## src/rtl/uart_rx.sv

```systemverilog
// 8N1 UART receiver: synchronizes rx, qualifies the start bit at mid-bit, samples each bit at its centre.
// Define UART_RX_PARITY_EN for 8E1 framing with an extra parity_err strobe output.
module uart_rx #(
   parameter int CLKS_PER_BIT = 16,
   parameter int SYNC_STAGES  = 2
) (
   input  logic       clk,
   input  logic       rst_n,
   input  logic       ena,
   input  logic       rx,
   output logic [7:0] data,
   output logic       valid,
   output logic       frame_err,
`ifdef UART_RX_PARITY_EN
   output logic       parity_err,
`endif
   output logic       bussy
);

   localparam logic [7:0] BIT_LAST  = 8'(CLKS_PER_BIT - 1);
   localparam logic [7:0] HALF_LAST = 8'(CLKS_PER_BIT / 2 - 1);

`ifdef UART_RX_PARITY_EN
   typedef enum logic [2:0] {HOLD, IDLE, START_BIT, READ_GPIO, PARITY_BIT, STOP_BIT} state_t;
`else
   typedef enum logic [2:0] {HOLD, IDLE, START_BIT, READ_GPIO, STOP_BIT} state_t;
`endif

   state_t                 state_q;
   logic [SYNC_STAGES-1:0] sync_q;
   logic                   rxs;
   logic [7:0]             cnt_q;
   logic [7:0]             cnt_d;
   logic [2:0]             bit_cnt_q;
   logic [2:0]             bit_cnt_d;
   logic [7:0]             shift_q;
   logic [7:0]             shift_d;
   logic [7:0]             data_q;
   logic                   valid_q;
   logic                   frame_err_q;
   logic                   bussy_q;
`ifdef UART_RX_PARITY_EN
   logic                   par_q;
   logic                   parity_err_q;
`endif

   // Synchronizer resets to idle-high so a reset never looks like a start bit
   always_ff @(posedge clk) begin
      if (!rst_n) sync_q <= '1;
      else        sync_q <= {sync_q[SYNC_STAGES-2:0], rx};
   end

   assign rxs       = sync_q[SYNC_STAGES-1];
   assign cnt_d     = cnt_q + 8'd1;
   assign bit_cnt_d = bit_cnt_q + 3'd1;
   assign shift_d   = {rxs, shift_q[7:1]};

   always_ff @(posedge clk) begin
      valid_q     <= 1'b0;
      frame_err_q <= 1'b0;
`ifdef UART_RX_PARITY_EN
      parity_err_q <= 1'b0;
`endif
      if (!rst_n) begin
         state_q   <= HOLD;
         data_q    <= 8'h00;
         bussy_q   <= 1'b0;
         cnt_q     <= 8'd0;
         bit_cnt_q <= 3'd0;
      end else if (!ena) begin
         state_q   <= HOLD;
         bussy_q   <= 1'b0;
         cnt_q     <= 8'd0;
         bit_cnt_q <= 3'd0;
      end else begin
         case (state_q)
            HOLD: begin
               if (rxs) state_q <= IDLE;
            end
            IDLE: begin
               bussy_q <= 1'b0;
               if (!rxs) begin
                  state_q <= START_BIT;
                  cnt_q   <= 8'd0;
                  bussy_q <= 1'b1;
               end
            end
            START_BIT: begin
               if (cnt_q == HALF_LAST) begin
                  cnt_q     <= 8'd0;
                  bit_cnt_q <= 3'd0;
                  if (!rxs) begin
                     state_q <= READ_GPIO;
                  end else begin
                     state_q <= IDLE;
                     bussy_q <= 1'b0;
                  end
               end else begin
                  cnt_q <= cnt_d;
               end
            end
            READ_GPIO: begin
               if (cnt_q == BIT_LAST) begin
                  cnt_q     <= 8'd0;
                  shift_q   <= shift_d;
                  bit_cnt_q <= bit_cnt_d;
                  if (bit_cnt_q == 3'd7) begin
`ifdef UART_RX_PARITY_EN
                     state_q <= PARITY_BIT;
`else
                     state_q <= STOP_BIT;
`endif
                  end
               end else begin
                  cnt_q <= cnt_d;
               end
            end
`ifdef UART_RX_PARITY_EN
            PARITY_BIT: begin
               if (cnt_q == BIT_LAST) begin
                  cnt_q   <= 8'd0;
                  par_q   <= rxs;
                  state_q <= STOP_BIT;
               end else begin
                  cnt_q <= cnt_d;
               end
            end
`endif
            STOP_BIT: begin
               if (cnt_q == BIT_LAST) begin
                  cnt_q   <= 8'd0;
                  state_q <= IDLE;
                  bussy_q <= 1'b0;
                  // A low stop bit suppresses every other strobe and leaves data untouched
                  if (rxs) begin
                     data_q  <= shift_q;
                     valid_q <= 1'b1;
`ifdef UART_RX_PARITY_EN
                     parity_err_q <= ^{shift_q, par_q};
`endif
                  end else begin
                     frame_err_q <= 1'b1;
                  end
               end else begin
                  cnt_q <= cnt_d;
               end
            end
            default: state_q <= HOLD;
         endcase
      end
   end

   assign data      = data_q;
   assign valid     = valid_q;
   assign frame_err = frame_err_q;
   assign bussy     = bussy_q;
`ifdef UART_RX_PARITY_EN
   assign parity_err = parity_err_q;
`endif

endmodule
```

## config.mk

```make
export PLATFORM = sky130hd
export DESIGN_NAME = uart_rx
export DESIGN_NICKNAME = d
export VERILOG_FILES = /design/src/rtl/uart_rx.sv
export SDC_FILE = /design/constraint.sdc
export NUM_CORES = 1
export LEC_CHECK = 0
export ABC_AREA = 1
export CAP_MARGIN = 20
export CORE_MARGIN = 2
export CORE_UTILIZATION = 60
export CTS_CLUSTER_DIAMETER = 50
export DETAILED_ROUTE_END_ITERATION = 10
export HOLD_SLACK_MARGIN = 0.08
export MAX_ROUTING_LAYER = met4
export PLACE_DENSITY = 0.89
export SYNTH_ARGS = -nofsm -noshare
export SYNTH_HDL_FRONTEND = slang
export SYNTH_SLANG_ARGS = --single-unit
```

## constraint.sdc

```tcl
create_clock -name clk -period 4 [get_ports clk]
set_clock_uncertainty 0.2 [all_clocks]
set_input_delay 1.2 -clock clk [delete_from_list [all_inputs] [get_ports clk]]
set_output_delay 1.2 -clock clk [all_outputs]
set_load 0.1 [all_outputs]
```

==> results.yml, run 1 <==
synthesis:
  synthArstFlopShare_pct: 0
  synthesis.instances: 219
  syn-num-nets: 226
  syn_area_per_cell_um2: 7.679
  ys_ff_latch: 35
  yosys_most_used_dff: "dfxtp_1"
  synth_seq_area_share_pct: 46.43
  synth-edff-count: 8
  syn-cell-area_mm2: 0.001682
  yosysWarnings: 0
  ys_types: 28
global_routing:
  grt_pass1_vias: 1166
  antenna_found_initial: 0
  met2_usage_pct: 31.03
  grt_overflow: 0
  grtUsageMet3_pct: 6.803
  grtUsageMet1_pct: 23.28
  grt_pass1_wl_um: 4761
  busiest_layer: "met2"
  grt_max_degree: 18
  grt_usage_pct: 19.81
pwr:
  power_frac_clock_pct: 24.9
  switching_share_pct: 32.70
  p_total_uw: 733.9
  power.density_mw_per_mm2: 393.4
  power_frac_comb_pct: 22.8
  ir_worst_vdd_mv: 0.3346
  internal-power_uw: 493.9
  leakagePower_nw: 0.8514
  p_sw_uw: 240.0
  seq_power_share_pct: 52.4
place:
  hpwl_um: 2042
  place_inst: 261
  port_buffers: 14
  place.gp.congestion: 0.8705
  place_ws_ps: 852.6
floorplan:
  num_rows: 19
  io-pin-count: 15
  coreArea_mm2: 0.002710
  die_x_um: 56.94
  dieArea_mm2: 0.003242
  die_h_um: 56.94
  initial_utilization_pct: 62.05
clock_tree:
  clock_path_buffers: 2
  clk_latency_ps: 340
  htreeDepth: 2
  clockRootBuffer: "clkbuf_4"
  cts_setup_buffers: 0
  postCtsHoldBufs: 0
  cts.sinks: 35
  cts_resized: 0
  clkTransAtPathRegs_ps: 100
  cts_tree: "done"
  cts-buffers-inserted: 5
worst_setup_path:
  reg2reg_slack_ps: 1930
  crit_type: "primary input to flop"
  reg2reg_depth: 7
  worstPathArrival_ps: 2570
  r2r-end: "shift_q[6]"
  start_kind: "primary input"
  r2r-start: "cnt_q[1]"
  worstSetupEndpointType: "flop"
  path_max_fanout: 10
  required_ps: 3780
worst_hold_path:
  whs_path_depth: 1
  min_path_type: "flop to flop"
  hp-start: "sync_q[0]"
  min_to: "sync_q[1]"
route:
  drc_errors: 0
  vias: 1313
  wl_per_cell_um: 10.17
  dr.pass1.iters: 4
  drtIter0Drc: 53
  viasPerCell: 4.881
  ant_nets: 0
  routed_wl_um: 2735
layout:
  area_growth_pct: 10.94
  fillCellCount: 238
  fin_cells: 269
  final_layout_size_suffix_gt1_share_pct: 17.65
  nets: 244
  diodes: 0
run_status:
  status: "completed"
timing:
  finalWorstSetupSlack_ps: 1216
  worst_pin_slew_ps: 589.1
  slew_violations: 0
  tns_ps: 0
  max_slew_margin_pct: 60.58
  fin_crit_ps: 2784
  rsz0062_at_grt: "no"
  setup_viol: 0
  finalCritPeriodShare_pct: 69.60
  finalHoldViolCount: 0
  fmax_ghz: 0.3592
flow_run:
  drv_cap: 0
==> cells in the final DEF (no fill, tap or decap), types with 3 or more instances in the layout <==
master and instances:
a21oi_1 4, dfxtp_1 27, nor2_1 44, xor2_1 3, clkdlybuf4s50_1 3, ha_1 3
inv_2 6, nor2_2 3, nand2_2 3, nor3_1 3, edfxtp_1 8, nand2_1 62
inv_1 21, buf_4 11, nand3_1 10, clkbuf_4 5, or2_2 3
==> metal layers <==
metal	wire length (um)	share of wire (%)
met2	1288	47
met4	54	2.0
met3	123	4.5
met5	0	0
met1	1268	46
==> logic make-up (layout without fill, tap and decap cells) <==
| kind of cell | count (synthesis) | count (layout) | share of synthesized area, % |
|---|---|---|---|
| compound gates | 8 | 8 | 3.720 |
| xor+xnor | 4 | 4 | 2.084 |
| fa+ha+maj | 3 | 3 | 2.232 |
| buf+inv | 31 | 50 | 7.515 |
| flops | 35 | 35 | 46.43 |
| simple gates | 138 | 138 | 38.02 |
==> power groups by stage <==
stage	clock network [mW]	registers [mW]	logic [mW]
after floorplan	0	0.397	0.135
after global placement	0	0.392	0.164
after detailed placement	0	0.393	0.167
after CTS	0.192	0.385	0.168
after global routing	0.210	0.387	0.193
final	0.182	0.385	0.167
==> through the flow <==
step,instance area [um^2],util [%],hold WS [ps]
4_1_cts,1866,68.84,232.8
5_1_grt,1866,68.84,240.7
3_5_place_dp,1812,66.85,207.9
6_report,1866,68.84,224.8
2_1_floorplan,1682,-,192.5
3_3_place_gp,1812,66.85,202.9
==> cell type report <==
cell class              count  area [um^2]  share of cell area [%]
clock buffers               6        41.29                   2.213
clock inverters             2        12.51                  0.6707
inverters                  28        105.1                   5.634
multi-input cells         153        774.5                   41.52
flip-flops and latches     35        780.7                   41.85
well taps                  31        38.79                   2.079
repair buffers             14        112.6                   6.036
==> cells in the mapped netlist (4+ instances only) <==
cell type  instances  share of area (%)
a21oi_1            4                1.2
dfxtp_1           27                 32
edfxtp_1           8                 14
inv_1             21                4.7
inv_2              6                1.3
nand2_1           62                 14
nand3_1           10                3.0
nor2_1            44                9.8
==> how the worst max path moves through the flow <==
stage	startpoint	slack (ps)	depth (start not counted)	to
after floorplan	rst_n	1570	3	shift_q[0]
after global placement	rst_n	900	3	shift_q[0]
after detailed placement	rst_n	850	3	shift_q[0]
after CTS	rst_n	1220	3	shift_q[6]
after global routing	rst_n	1140	3	shift_q[3]
final	rst_n	1220	3	shift_q[6]
==> worst max-delay path, cell delays in order <==
cell and delay (ps):
clkdlybuf4s50_1 680, nand2_1 180, nor2_1 500
==> sequential cells by signal (all words and copies together) (netlist names) <==
signal     count
cnt_q          8
data           8
shift_q        8
bit_cnt_q      3
state_q        3
sync_q         2
bussy          1
frame_err      1
valid          1
Note: power is estimated with default switching activity, not from simulation.
==> inputs of run 2 (changes only) <==
--- a/config.mk
+++ b/config.mk
@@ -8,12 +8,12 @@
 export ABC_AREA = 1
 export CAP_MARGIN = 20
 export CORE_MARGIN = 2
-export CORE_UTILIZATION = 60
+export CORE_UTILIZATION = 56
 export CTS_CLUSTER_DIAMETER = 50
 export DETAILED_ROUTE_END_ITERATION = 10
 export HOLD_SLACK_MARGIN = 0.08
 export MAX_ROUTING_LAYER = met4
-export PLACE_DENSITY = 0.89
+export PLACE_DENSITY = 0.84
 export SYNTH_ARGS = -nofsm -noshare
 export SYNTH_HDL_FRONTEND = slang
 export SYNTH_SLANG_ARGS = --single-unit
==> constraint.sdc (replaced) <==
create_clock -name clk -period 2.6 [get_ports clk]
set_clock_uncertainty 0.2 [all_clocks]
set_input_delay 0.78 -clock clk [delete_from_list [all_inputs] [get_ports clk]]
set_output_delay 0.78 -clock clk [all_outputs]
set_load 0.1 [all_outputs]
==> run 2 against run 1 <==
Net effect:
- the flow now finishes with violations (DRC)
- final area rose by 2.3%
- utilization fell by 0.82 points
- die area rose by 6.6%
- largest power group unchanged
==> results.yml, run 2 (same netlist as run 1, synthesis figures left out) <==
floorplan:
  initial_utilization_pct: 59.95
  die_h_um: 58.80
  io-pin-count: 15
  die_x_um: 58.80
  dieArea_mm2: 0.003457
  num_rows: 19
  coreArea_mm2: 0.002805
timing:
  max_slew_margin_pct: 76.90
  slew_violations: 0
  fmax_ghz: 0.5095
  rsz0062_at_grt: "no"
  fin_crit_ps: 1963
  holdWs_ps: 240.7
  tns_ps: 0
  finalHoldViolCount: 0
  setup_viol: 0
  finalCritPeriodShare_pct: 75.49
  worst_pin_slew_ps: 345.3
run_status:
  violations: "DRC"
  status: "finished with violations"
layout:
  area_growth_pct: 13.47
  utilization_pct: 68.02
  diodes: 0
  nets: 246
  final_cell_mix: "nand2_1, nor2_1, dfxtp_1"
  fillCellCount: 234
  layout_commonest_cell: "nand2_1"
  final_layout_size_suffix_gt1_share_pct: 18.75
clock_tree:
  clock_path_buffers: 2
  cts_resized: 0
  cts_tree: "done"
  postCtsHoldBufs: 0
  clkTransAtPathRegs_ps: 110
  cts_setup_buffers: 0
  htreeDepth: 2
  cts-buffers-inserted: 5
  cts.sinks: 35
  clk_latency_ps: 340
  clockRootBuffer: "clkbuf_4"
pwr:
  ir_worst_vdd_mv: 0.3309
  leakagePower_nw: 0.8786
  p_total_mw: 1.236
  power.density_mw_per_mm2: 648.0
worst_setup_path:
  crit_type: "flop to primary output"
  required_ps: 1620
  cp_top_family: "flip-flops"
  cp_slowest_cell: "dfxtp_1"
  worstPathArrival_ps: 980
  path_buf_inv: 1
  start_kind: "flop"
  cpPeakStageDelay_ps: 350
  crit_chain: "buf_4"
  worstSetupEndpointType: "primary output"
  path_max_fanout: 2
global_routing:
  grt_pass1_wl_um: 4816
  antenna_found_initial: 0
  grt_max_degree: 18
  grt_pass1_vias: 1190
  grt_usage_pct: 18.82
  grt_overflow: 0
worst_hold_path:
  min_path_type: "flop to flop"
route:
  routed_wl_um: 2727
  ant_nets: 0
  drc_errors: 2
  dr.pass1.iters: 7
  viasPerCell: 4.889
  wl_per_cell_um: 10.06
  vias: 1325
  drtIter0Drc: 61
place:
  port_buffers: 14
  hpwl_um: 1992
  place.gp.congestion: 0.8418
flow_run:
  drv_cap: 0
-- run 2: cell count changes in the layout (fill, tap and decap cells not counted), sizes merged --
cell	previous run	this run
bufinv	0	1
buf	11	13
clkbuf	6	5
clkinv	2	3
clkinvlp	1	0
-- run 2: worst paths after layout --
kind / from / to / slack [ps] / cells past startpoint
max: data[5] / data[5] / 640 / 1
min: sync_q[0] / sync_q[1] / 240 / 1
max reg2reg: cnt_q[1] / shift_q[2] / 820 / 8
min reg2reg: sync_q[0] / sync_q[1] / 240 / 1
-- run 2: where the power goes --
group,switching (mW),internal [mW],total (mW)
logic,0.172,0.0868,0.259
clock network,0.183,0.202,0.385
registers,0.0216,0.570,0.592
total,0.377,0.859,1.24
-- run 2: stage by stage --
step           setup WS, ps  cells  cell area (um^2)
4_1_cts               620.5    271              1908
2_1_floorplan         585.4    219              1682
3_3_place_gp          371.0    263              1827
3_5_place_dp          331.8    263              1827
6_report              637.3    271              1908
5_1_grt               587.9    271              1908
-- run 2: area by class of cell --
| cell class | count | area, um^2 | area share (%) |
|---|---|---|---|
| inverter | 28 | 105.1 | 5.508 |
| sequential | 35 | 780.7 | 40.92 |
| timing repair buffer | 16 | 127.6 | 6.689 |
| clock buffer | 5 | 37.54 | 1.967 |
| clock inverter | 3 | 43.79 | 2.295 |
| tap | 31 | 38.79 | 2.033 |
| multi-input combinational | 153 | 774.5 | 40.59 |
-- run 2: routing by layer --
layer	GRT usage (%)	vias up	wire (um)
met4	6.818	0	48
met5	-	-	0
li1	-	715	-
met1	24.16	573	1358
met2	28.25	30	1171
met3	5.495	7	148
==> inputs of run 3 (changes only) <==
--- a/config.mk
+++ b/config.mk
@@ -8,12 +8,12 @@
 export ABC_AREA = 1
 export CAP_MARGIN = 20
 export CORE_MARGIN = 2
-export CORE_UTILIZATION = 56
+export CORE_UTILIZATION = 51
 export CTS_CLUSTER_DIAMETER = 50
 export DETAILED_ROUTE_END_ITERATION = 10
 export HOLD_SLACK_MARGIN = 0.08
 export MAX_ROUTING_LAYER = met4
-export PLACE_DENSITY = 0.84
+export PLACE_DENSITY = 0.81
 export SYNTH_ARGS = -nofsm -noshare
 export SYNTH_HDL_FRONTEND = slang
 export SYNTH_SLANG_ARGS = --single-unit
==> constraint.sdc (replaced) <==
create_clock -name clk -period 1.79 [get_ports clk]
set_clock_uncertainty 0.2 [all_clocks]
set_input_delay 0.537 -clock clk [delete_from_list [all_inputs] [get_ports clk]]
set_output_delay 0.537 -clock clk [all_outputs]
set_load 0.1 [all_outputs]
==> run 3 against run 2 <==
Net effect:
- the flow now finishes without violations
- global-route usage up 0.084 points
- final area up 15%
- first-iteration DRC count unchanged
- utilization up 2.7 points
- sequential share of layout area down 5.2 points
- worst setup slack worse by 570 ps
- final cell count up 8.5%
- register-to-register slack worse by 760 ps
- sequential cell count unchanged
- non-clock buffer count up 10
- critical path type is now flop to flop
- largest cell class is now multi-input gates
==> results.yml, run 3 (same netlist as run 1, synthesis figures left out) <==
clock_tree:
  clock_path_buffers: 2
  clkTransAtPathRegs_ps: 110
  clk_latency_ps: 340
  clockRootBuffer: "clkbuf_4"
  cts-buffers-inserted: 5
  cts_tree: "done"
  htreeDepth: 2
  cts.sinks: 35
global_routing:
  grt_overflow: 0
  grt_pass1_wl_um: 5030
  grt_usage_pct: 18.91
  antenna_found_initial: 0
  grt_pass1_vias: 1217
  grt_max_degree: 18
run_status:
  status: "completed"
worst_hold_path:
  min_path_type: "flop to flop"
place:
  port_buffers: 14
  dpl_cell_area_mm2: 0.002051
  place.gp.congestion: 0.8547
  hpwl_um: 2090
  place_ws_ps: -157.4
timing:
  max_slew_margin_pct: 77.64
  rsz0062_at_grt: "yes"
  finalCritPeriodShare_pct: 96.37
  holdWs_ps: 231.7
  finalWorstSetupSlack_ps: 64.91
  worst_pin_slew_ps: 335.0
  finalHoldViolCount: 0
  tns_ps: 0
  fin_crit_ps: 1725
  setup_viol: 0
  slew_violations: 0
  fmax_ghz: 0.5797
floorplan:
  coreArea_mm2: 0.003103
  die_x_um: 61.42
  num_rows: 20
  initial_utilization_pct: 54.19
  io-pin-count: 15
  dieArea_mm2: 0.003772
  die_h_um: 61.42
route:
  ant_nets: 0
  drc_errors: 0
  dr.pass1.iters: 4
  vias: 1354
  viasPerCell: 4.605
  routed_wl_um: 2857
  drtIter0Drc: 61
  wl_per_cell_um: 9.718
layout:
  area_growth_pct: 30.43
  nets: 256
  ff_latch_area_um2: 783.3
  final_cell_mix: "nand2_1, nor2_1, dfxtp_1"
  diodes: 0
  layout_commonest_cell: "nand2_1"
  final_layout_size_suffix_gt1_share_pct: 24.00
  fin_area_mm2: 0.002193
  multiInputGateArea_um2: 804.5
  fillCellCount: 251
  utilization_pct: 70.69
worst_setup_path:
  worstSetupEndpointType: "flop"
  path_max_fanout: 8
  required_ps: 1660
  start_kind: "flop"
  cp_slowest_cell: "dfxtp_1"
  worstPathArrival_ps: 1590
  crit_type: "flop to flop"
  crit_chain: "nand3_1, inv_1, nand2_2, nor2_2, buf_6"
  cpPeakStageDelay_ps: 530
pwr:
  ir_worst_vdd_mv: 0.7920
  power.density_mw_per_mm2: 897.8
  leakagePower_nw: 0.9765
flow_run:
  drv_cap: 0
-- run 3: power by group --
| group | internal (mW) | total, mW | switching (mW) | leakage, nW |
|---|---|---|---|---|
| registers | 0.829 | 0.865 | 0.0366 | 0.291 |
| logic | 0.148 | 0.408 | 0.261 | 0.633 |
| clock network | 0.436 | 0.696 | 0.260 | 0.0525 |
| total | 1.41 | 1.97 | 0.557 | 0.977 |
-- run 3: routing by layer --
| metal | track usage, % | up-vias | share of wire, % |
|---|---|---|---|
| met3 | 5.042 | 6 | 4.0 |
| met5 | - | - | 0 |
| met2 | 29.18 | 22 | 45 |
| li1 | - | 737 | - |
| met4 | 8.207 | 0 | 1.7 |
| met1 | 23.37 | 589 | 49 |
-- run 3: per-stage QoR --
step / total power [mW] / cells
2_1_floorplan: 1.190 / 219
3_3_place_gp: 1.270 / 285
4_1_cts: 1.978 / 293
6_report: 1.969 / 294
3_5_place_dp: 1.281 / 285
5_1_grt: 2.076 / 294
-- run 3: path summary, 6_finish.rpt --
path,slack (ps),from,cells after the start,end
setup / recovery,60,state_q[1],5,shift_q[1]
hold / removal,230,sync_q[0],1,sync_q[1]
setup reg to reg,60,state_q[1],5,shift_q[1]
hold reg to reg,230,sync_q[0],1,sync_q[1]
-- run 3: cell type report --
class	count	area share, %
multi-input cells	153	36.68
repair buffers	26	15.69
flip-flops and latches	35	35.71
clock buffers	6	1.882
inverters	28	4.792
well taps	44	2.510
clock inverters	2	2.738
-- run 3: timing repair --
action	in CTS	in global routing
gates resized for setup	0	9
buffers inserted	0	1
hold buffers	0	0
setup endpoints to repair	0	22
endpoints found under the hold margin	0	0
-- run 3: worst max-delay path: cells and delay by family, from the launching register on --
kind / cells / cell delay (ps)
buffers and inverters: 2 / 310
DFF: 1 / 530
and+or+nand+nor: 3 / 410
